[src/rtl/moving_average_pkg.sv]
// Shared sizing helpers for the moving-average accumulator and its inverter.
package moving_average_pkg;

  function automatic int unsigned acc_width(input int unsigned k, input int unsigned data_width);
    return data_width + k;
  endfunction

  function automatic int unsigned window_len(input int unsigned k);
    return 32'd1 << k;
  endfunction

endpackage

[src/rtl/moving_average_inverter_if.sv]
// Stream bus for the moving-average inverter: moving sums in, reconstructed samples out.
interface moving_average_inverter_if #(
  parameter int unsigned k          = 3,
  parameter int unsigned DATA_WIDTH = 16
);
  import moving_average_pkg::*;

  localparam int unsigned ACC_WIDTH = acc_width(k, DATA_WIDTH);

  logic                         in_valid;
  logic signed [ACC_WIDTH-1:0]  in_sum;
  logic                         out_valid;
  logic signed [DATA_WIDTH-1:0] d_out;
  logic                         primed;
  logic                         err;

  modport master (
    output in_valid, in_sum,
    input  out_valid, d_out, primed, err
  );

  modport slave (
    input  in_valid, in_sum,
    output out_valid, d_out, primed, err
  );

endinterface

[src/rtl/sample_delay_line.sv]
// Fixed-depth shift register; q is the oldest entry. Synchronous clear, async reset.
module sample_delay_line #(
  parameter int unsigned DEPTH = 8,
  parameter int unsigned WIDTH = 16
) (
  input  logic             clk,
  input  logic             reset,
  input  logic             en,
  input  logic             clr,
  input  logic [WIDTH-1:0] d,
  output logic [WIDTH-1:0] q
);

  logic [WIDTH-1:0] mem_q [DEPTH];

  always_ff @(posedge clk or posedge reset) begin
    if (reset) begin
      for (int i = 0; i < DEPTH; i++) mem_q[i] <= '0;
    end else if (clr) begin
      for (int i = 0; i < DEPTH; i++) mem_q[i] <= '0;
    end else if (en) begin
      mem_q[0] <= d;
      for (int i = 1; i < DEPTH; i++) mem_q[i] <= mem_q[i-1];
    end
  end

  assign q = mem_q[DEPTH-1];

endmodule

[src/rtl/moving_average_inverter.sv]
// Recovers raw samples from an N-sample moving sum: x[n] = y[n] - y[n-1] + x[n-N].
module moving_average_inverter
  import moving_average_pkg::*;
#(
  parameter int unsigned k          = 3,
  parameter int unsigned DATA_WIDTH = 16
) (
  input logic                      clk,
  input logic                      reset,
  input logic                      clr,
  moving_average_inverter_if.slave bus
);

  localparam int unsigned ACC_WIDTH = acc_width(k, DATA_WIDTH);
  localparam int unsigned N         = window_len(k);
  localparam int unsigned CALC_W    = ACC_WIDTH + 2;
  localparam int unsigned CNT_W     = $clog2(N + 1);

  logic [ACC_WIDTH-1:0]       prev_sum_q;
  logic [CNT_W-1:0]           count_q;
  logic                       out_valid_q;
  logic [DATA_WIDTH-1:0]      d_out_q;
  logic                       primed_q;
  logic                       err_q;

  logic                       accept;
  logic [DATA_WIDTH-1:0]      oldest;
  logic [CALC_W-1:0]          diff;
  logic [CALC_W-1:0]          raw;
  logic [CALC_W-DATA_WIDTH:0] top_bits;
  logic                       ovf;

  always_comb begin
    accept   = bus.in_valid & ~clr;
    diff     = {{2{bus.in_sum[ACC_WIDTH-1]}}, bus.in_sum}
             - {{2{prev_sum_q[ACC_WIDTH-1]}}, prev_sum_q};
    raw      = diff + {{(CALC_W-DATA_WIDTH){oldest[DATA_WIDTH-1]}}, oldest};
    // Fits DATA_WIDTH signed iff every bit from the target sign bit upward agrees.
    top_bits = raw[CALC_W-1:DATA_WIDTH-1];
    ovf      = (|top_bits) & ~(&top_bits);
  end

  sample_delay_line #(
    .DEPTH (N),
    .WIDTH (DATA_WIDTH)
  ) u_hist (
    .clk   (clk),
    .reset (reset),
    .en    (accept),
    .clr   (clr),
    .d     (raw[DATA_WIDTH-1:0]),
    .q     (oldest)
  );

  always_ff @(posedge clk or posedge reset) begin
    if (reset) begin
      prev_sum_q  <= '0;
      count_q     <= '0;
      out_valid_q <= 1'b0;
      d_out_q     <= '0;
      primed_q    <= 1'b0;
      err_q       <= 1'b0;
    end else if (clr) begin
      // d_out is left alone: clr only flushes history and flags.
      prev_sum_q  <= '0;
      count_q     <= '0;
      out_valid_q <= 1'b0;
      primed_q    <= 1'b0;
      err_q       <= 1'b0;
    end else if (accept) begin
      prev_sum_q  <= bus.in_sum;
      out_valid_q <= 1'b1;
      d_out_q     <= raw[DATA_WIDTH-1:0];
      if (count_q != CNT_W'(N)) count_q <= count_q + CNT_W'(1);
      if (count_q == CNT_W'(N - 1)) primed_q <= 1'b1;
      if (ovf) err_q <= 1'b1;
    end else begin
      out_valid_q <= 1'b0;
    end
  end

  assign bus.out_valid = out_valid_q;
  assign bus.d_out     = d_out_q;
  assign bus.primed    = primed_q;
  assign bus.err       = err_q;

endmodule

[src/flat_wrapper.sv]
// flat-port wrapper written by rule: the top's interface ports become plain ports
module moving_average_inverter_flat import moving_average_pkg::*;
#(
  parameter int unsigned k          = 3,
  parameter int unsigned DATA_WIDTH = 16
)
  (clk, reset, clr, bus_in_valid, bus_in_sum, bus_out_valid, bus_d_out, bus_primed, bus_err);
  moving_average_inverter_if #(.k(k), .DATA_WIDTH(DATA_WIDTH)) bus_i ();
  input logic clk;
  input logic reset;
  input logic clr;
  input wire logic [$bits(bus_i.in_valid)-1:0] bus_in_valid;
  input wire logic [$bits(bus_i.in_sum)-1:0] bus_in_sum;
  output wire logic [$bits(bus_i.out_valid)-1:0] bus_out_valid;
  output wire logic [$bits(bus_i.d_out)-1:0] bus_d_out;
  output wire logic [$bits(bus_i.primed)-1:0] bus_primed;
  output wire logic [$bits(bus_i.err)-1:0] bus_err;
  assign bus_i.in_valid = bus_in_valid;
  assign bus_i.in_sum = bus_in_sum;
  assign bus_out_valid = bus_i.out_valid;
  assign bus_d_out = bus_i.d_out;
  assign bus_primed = bus_i.primed;
  assign bus_err = bus_i.err;
  moving_average_inverter #(.k(k), .DATA_WIDTH(DATA_WIDTH)) u_core (.clk(clk), .reset(reset), .clr(clr), .bus(bus_i));
endmodule
[config.mk]
export PLATFORM = sky130hd
export DESIGN_NAME = moving_average_inverter_flat
export DESIGN_NICKNAME = d
export VERILOG_FILES = /design/src/rtl/moving_average_pkg.sv /design/src/rtl/moving_average_inverter_if.sv /design/src/rtl/sample_delay_line.sv /design/src/rtl/moving_average_inverter.sv /design/src/flat_wrapper.sv
export SDC_FILE = /design/constraint.sdc
export NUM_CORES = 1
export LEC_CHECK = 0
export ABC_CLOCK_PERIOD_IN_PS = 5260
export BUFFER_PORTS_ARGS = -buffer_cell sky130_fd_sc_hd__buf_4
export CORE_ASPECT_RATIO = 1.2
export CORE_UTILIZATION = 45
export CTS_BUF_LIST = sky130_fd_sc_hd__clkbuf_4
export DETAILED_ROUTE_END_ITERATION = 16
export PLACE_DENSITY_LB_ADDON = 0.1
export SYNTH_ARGS = -nofsm -noshare
export SYNTH_HDL_FRONTEND = slang
export SYNTH_SLANG_ARGS = --single-unit
[constraint.sdc]
create_clock -name clk -period 5.26 [get_ports clk]
set_input_delay 0.526 -clock clk [delete_from_list [all_inputs] [get_ports clk]]
set_output_delay 0.526 -clock clk [all_outputs]
set_load 0.01 [all_outputs]
== Word level (Yosys, flattened, before mapping) ==
Cells that the tools add are included.
Operators by class
  equal/unequal tests: 2
  muxes and demuxes: 15
  $add $sub $neg: 3
  bitwise gates (word level): 4
  reductions and logical operators: 10
Operators by type and width (count)
  $mux 128: 2
  $mux 19: 2
  $add 21x21->21: 1
  $sub 19x19->20: 1
  $mux 4: 3
  $mux 1: 8
  $reduce_and 2->1: 4
  $reduce_bool 2->1: 4
  $reduce_and 6->1: 1
  $reduce_or 6->1: 1
  $add 4x1->4 const B: 1
  $eq 4x3->1 const B: 1
  $ne 4x4->1 const B: 1
  $and 1x1->1: 2
  $not 1->1: 2
Word-level totals
  bits of input ports: 23
  register bits after elaboration: 170
  logic and storage cells: 48
  output and inout bits: 19

== Logic depth before layout (Yosys ltp) ==
  depth in word-level cells: 8
  gate-level depth with buffers: 21

== Hierarchy ==
A second synthesis with hierarchy kept.
Unflattened totals
  cells, all modules: 810
  area, all modules: 8846.0 um^2
By module, submodules not included
  sample_delay_line: sequential area each 3203.1 um^2, area an instance 5416.4 um^2, cells each 429, times used 1
  moving_average_inverter: sequential area each 1051.0 um^2, area an instance 3429.5 um^2, cells each 381, times used 1

== Least setup slack after synthesis ==
Ideal clock, no wire load.
  path type: input to register
  start point: in bus_in_sum[0]
  end point: reg u_core.err_q, in the netlist u_core.bus.err
  arrival time: 4117 ps
  required time: 5126 ps
  library setup time: 134 ps
  cell stages on the path: 21
  slack: 1009 ps
  cell sequence: inv_1 -> ha_1 -> fa_1 -> nor2b_1 -> o21ai_0 -> a21boi_0 -> o21ai_0 -> a21oi_1 -> o2111ai_1 -> a2111o_1 -> nand3_1 -> ha_1 -> clkbuf_1 -> a21o_1 -> nand2_1 -> nand2_1 -> nor2_1 -> nand4_1 -> a21o_1 -> a2111oi_2 -> a311oi_1
Between the ends
  cells in the longest elaborated chain, start to end: 7
  elaborated cells between the ends (all ways): 8
  those cells by class: add/sub (2); bitwise (2); reduce/logical (4)
Ends and longest elaborated chain
  start: declaration: line flat_wrapper.sv:13  | input wire logic [$bits(bus_i.in_sum)-1:0] bus_in_sum;
  $sub 19x19->20 *: line moving_average_inverter.sv:36  | - {{2{prev_sum_q[ACC_WIDTH-1]}}, prev_sum_q};
  $add 21x21->21 *: line moving_average_inverter.sv:37  | raw = diff + {{(CALC_W-DATA_WIDTH){oldest[DATA_WIDTH-1]}}, oldest};
  $reduce_and 6->1: line moving_average_inverter.sv:40  | ovf = (|top_bits) & ~(&top_bits);
  $not 1->1: line moving_average_inverter.sv:40
  $and 1x1->1 *: line moving_average_inverter.sv:40
  $reduce_bool 2->1 (no line) *
  $reduce_and 2->1 (no line) *
  end signal: assignment: line moving_average_inverter.sv:62  | err_q <= 1'b0;
  end signal: assignment: line moving_average_inverter.sv:69  | err_q <= 1'b0;
  end signal: assignment: line moving_average_inverter.sv:76  | if (ovf) err_q <= 1'b1;
  end: declaration: line moving_average_inverter.sv:24  | logic err_q;
Every way passes the cells marked *; elsewhere a longest branch is shown, timed or not.
A chain may end at the register's enable or synchronous reset.

== Final worst setup path ==
  start point: reg u_core.prev_sum_q[1]
  end point: reg u_core.err_q, in the netlist u_core.bus.err
Between the ends
  cells in the longest elaborated chain, start to end: 7
  elaborated cells between the ends (all ways): 8
  those cells by class: add/sub (2); bitwise (2); reduce/logical (4)
Ends and longest elaborated chain
  start: declaration: line moving_average_inverter.sv:19  | logic [ACC_WIDTH-1:0] prev_sum_q;
  start signal: assignment: line moving_average_inverter.sv:71  | prev_sum_q <= bus.in_sum;
  $sub 19x19->20 *: line moving_average_inverter.sv:36
  $add 21x21->21 *: line moving_average_inverter.sv:37
  $reduce_and 6->1: line moving_average_inverter.sv:40
  $not 1->1: line moving_average_inverter.sv:40
  $and 1x1->1 *: line moving_average_inverter.sv:40
  $reduce_bool 2->1 (no line) *
  $reduce_and 2->1 (no line) *
Marks and branches as above.

==> impl_metrics.env <==
export IMPL_status="finished, final reports clean"
export IMPL_crit_start="u_core.prev_sum_q[1]$_DFFE_PP0P_"
export IMPL_ys_ff_latch=170
export IMPL_syn_area_per_cell_um2=10.2
export IMPL_ir_worst_vdd_mv=0.136
export IMPL_die_w_um=130
export IMPL_stdcell_count=1165
export IMPL_root_buffer="clkbuf_4"
export IMPL_hold_class="input pin to async pin"
export IMPL_endpoint_kind="flop"
export IMPL_grtUsageTotal_pct=19.7
export IMPL_seqCellArea_mm2=0.00425
export IMPL_dieHeight_um=156
export IMPL_clk_pin_slew_ps=160
export IMPL_start_util_pct=46.5
export IMPL_fmax_ghz=0.219
export IMPL_grt_pass1_wl_um=30900
export IMPL_final_util_pct=50.7
export IMPL_overflow=0
export IMPL_antenna_found_initial=1
export IMPL_critPathBufInv=1
export IMPL_grt_start_max_net_pins=101
export IMPL_post_cts_buffers=0
export IMPL_hold_buffers=0
export IMPL_insertion_delay_ps=580
export IMPL_start_kind="flop"
export IMPL_crit_fanout=7
export IMPL_maxCapViolations=0
export IMPL_core_area_mm2=0.0191
export IMPL_netlist_area_mm2=0.00887
export IMPL_die_area_mm2=0.0203
export IMPL_synth_top_area_share_pct=48.0
export IMPL_multi_input_area_mm2=0.00428
export IMPL_dr_pass1_iters=5
export IMPL_post_synth_inst_count=869
export IMPL_cp_arrival_ps=5070
export IMPL_io_buffers=41
export IMPL_report_final_setup_viol=0
export IMPL_cpPeakStageDelay_ps=420
export IMPL_slew_violations=0
export IMPL_fillers=1785
export IMPL_cts_buffers=17
export IMPL_rrSetupSlack_ps=690
export IMPL_grt_pass1_vias=6128
export IMPL_fin_crit_sh_pct=86.9
export IMPL_cpLargestDelayFamily="compound AO/OA/AOI/OAI gates"
export IMPL_place_inst=1131
export IMPL_ctsResizeCount=0
export IMPL_synthTopCellsByCount="nor2_1, dfrtp_1, mux2i_1"
export IMPL_rsz0062_at_grt="false"
export IMPL_rows=55
export IMPL_ys_warn_count=0
export IMPL_timing_rr_end="u_core.bus.err$_DFFE_PP0P_"
export IMPL_worstPathCellList="inv_1 -> ha_1 -> nor2b_1 -> o21ai_0 -> a21boi_0 -> o21ai_1 -> a211oi_1 -> or3_1 -> a21oi_1 -> xnor2_1 -> ha_1 -> a21o_2 -> a21o_2 -> a21oi_1 -> mux2_2 -> a211oi_1 -> a2111oi_2 -> a311oi_1"
export IMPL_worstSetupPathType="flop to flop"
export IMPL_syn_to_final_growth_pct=8.94
export IMPL_dp_hpwl_um=13100
export IMPL_p_leak_uw=0.00485
export IMPL_final_antenna_net_count=0
export IMPL_drcViolationCount=0
export IMPL_timing_slew_headroom_pct=33.0
export IMPL_synth_ff_type="dfrtp_1"
export IMPL_worstPathRequired_ps=5760
export IMPL_vias=6234
export IMPL_yosysUniqueCellTypes=51
export IMPL_ff2ff_path_depth=18
export IMPL_synth_top_area_cell="dfrtp_1"
export IMPL_layout_setup_ws_ps=688
export IMPL_ctsHtreeMaxLevel=4
export IMPL_r2r_start="u_core.prev_sum_q[1]$_DFFE_PP0P_"
export IMPL_routedWlPerCell_um=15.9
export IMPL_yosysSeqAreaShare_pct=48.0
export IMPL_routed_via_density=5.35
export IMPL_wl_um=18500
export IMPL_skew_ps=20.7
export IMPL_slowest_stage="dfrtp_1"
export IMPL_path_depth=18
export IMPL_crit_path_end="u_core.bus.err$_DFFE_PP0P_"
export IMPL_fin_crit_ps=4570
export IMPL_powerDensity_mw_per_mm2=281
export IMPL_synth_area_leaders="dfrtp_1, mux2i_1, nor2_1, ha_1, inv_1"
export IMPL_ctsLongestPathBuffers=2
export IMPL_pre_cts_slack_ps=471
export IMPL_synth_most_common_cell="nor2_1"
export IMPL_ios=42
export IMPL_cts_sinks=170
export IMPL_final_setup_tns_ps=0
export IMPL_worst_slew_pin_slew_ps=1000
export IMPL_synth_nets=935
export IMPL_drive_above_1_share_pct=10.8
export IMPL_cts_tree="built"
export IMPL_synth_edf_count=0
export IMPL_drt_first_iter_violations=268
export IMPL_synthArstFlopShare_pct=100
export IMPL_gp_congestion=0.841
export IMPL_nets=960
export IMPL_hold_viol=0
-- worst register-to-register path: cells and delay by family (launching register included) --
kind / cells / cell delay (ps)
muxes: 1 / 350
AOI/OAI and AO/OA: 11 / 2460
DFF: 1 / 420
and+or+nand+nor: 2 / 510
xor gates and xnor gates: 1 / 140
buffers and inverters: 1 / 60
adders and majority gates: 2 / 590
-- kinds of logic (layout without fill, tap and decap cells) --
kind of cell               count (synthesis)  after routing  share of synthesized area (%)
muxes                                    156            156                           17.8
xor gates and xnor gates                  21             21                           2.16
AOI/OAI and AO/OA                        108            108                           8.48
buffers and inverters                     88            126                           3.81
and+or+nand+nor                          283            283                           13.6
other                                      0              2                              0
DFF                                      170            170                           48.0
adders and majority gates                 43             43                           6.23
-- sequential cells by signal, summed over array words and instances (netlist names) --
| register | flops |
|---|---|
| u_core.bus.primed | 1 |
| u_core.u_hist.mem_q | 112 |
| u_core.bus.err | 1 |
| u_core.bus.out_valid | 1 |
| u_core.prev_sum_q | 19 |
| u_core.u_hist.q | 16 |
| u_core.count_q | 4 |
| u_core.bus.d_out | 16 |
-- final cells by class --
cell class	count	share of cell area (%)
multi-input combinational	611	44.3
sequential	170	44.0
timing repair buffer	46	3.64
tap	256	3.31
inverter	48	1.92
clock buffer	18	1.40
clock inverter	14	1.39
antenna	2	0.0518
-- power breakdown --
group | switching (µW) | leakage (µW) | internal [µW]
combinational | 342 | 0.00239 | 240
clock | 513 | 0.000148 | 214
sequential | 38.2 | 0.00231 | 1370
-- worst min path at each step --
stage | from | cells past startpoint | endpoint | slack (ps)
after floorplan | u_core.u_hist.mem_q[127]$_DFFE_PP0P_ | 2 | u_core.u_hist.mem_q[127]$_DFFE_PP0P_ | 480
after global placement | u_core.bus.d_out[12]$_DFFE_PP0P_ | 2 | u_core.bus.d_out[12]$_DFFE_PP0P_ | 460
after detailed placement | u_core.bus.d_out[12]$_DFFE_PP0P_ | 2 | u_core.bus.d_out[12]$_DFFE_PP0P_ | 470
after CTS | reset | 2 | u_core.u_hist.mem_q[68]$_DFFE_PP0P_ | 40
after global routing | reset | 2 | u_core.u_hist.mem_q[69]$_DFFE_PP0P_ | 50
final | reset | 2 | u_core.u_hist.mem_q[69]$_DFFE_PP0P_ | 30
-- cells in the final DEF, fill, tap and decap left out, drive strengths merged, types with 3 or more instances in the layout --
cell type,synthesis,layout
nand2b,6,6
o21ai,21,21
a211oi,11,11
a21o,8,8
mux2,11,11
o31ai,5,5
o21bai,6,6
ha,41,41
xnor2,18,18
clkinv,0,5
o21a,4,4
nand3,16,16
o211ai,3,3
nor2b,5,5
buf,12,45
nor3,12,12
a2111oi,3,3
inv,48,56
xor2,3,3
dfrtp,170,170
and3,3,3
a21boi,3,3
mux2i,145,145
nand2,32,32
a31oi,4,4
nand4,8,8
clkbuf,28,19
or3,6,6
a2111o,3,3
nor3b,4,4
a21oi,27,27
nor2,185,185
-- per-layer routing --
metal | share of wire (%) | track usage (%) | vias to the layer above | wire length (µm)
met5 | 0 | 0 | - | 0
met2 | 48 | 31.9 | 94 | 8850
met1 | 48 | 26.4 | 3069 | 8810
met4 | 1.6 | 5.87 | 0 | 302
li1 | - | - | 3052 | -
met3 | 2.8 | 4.08 | 19 | 518
-- per-stage QoR --
stage | total power, µW | cell area [µm²] | hold slack (ps)
after global routing | 2880 | 9660 | 54.0
after floorplan | 1830 | 8870 | 480
after global placement | 2010 | 9390 | 464
after detailed placement | 2020 | 9390 | 471
after CTS | 2760 | 9660 | 43.0
final | 2720 | 9660 | 27.4
No activity file was read; power rests on OpenSTA's default activity.
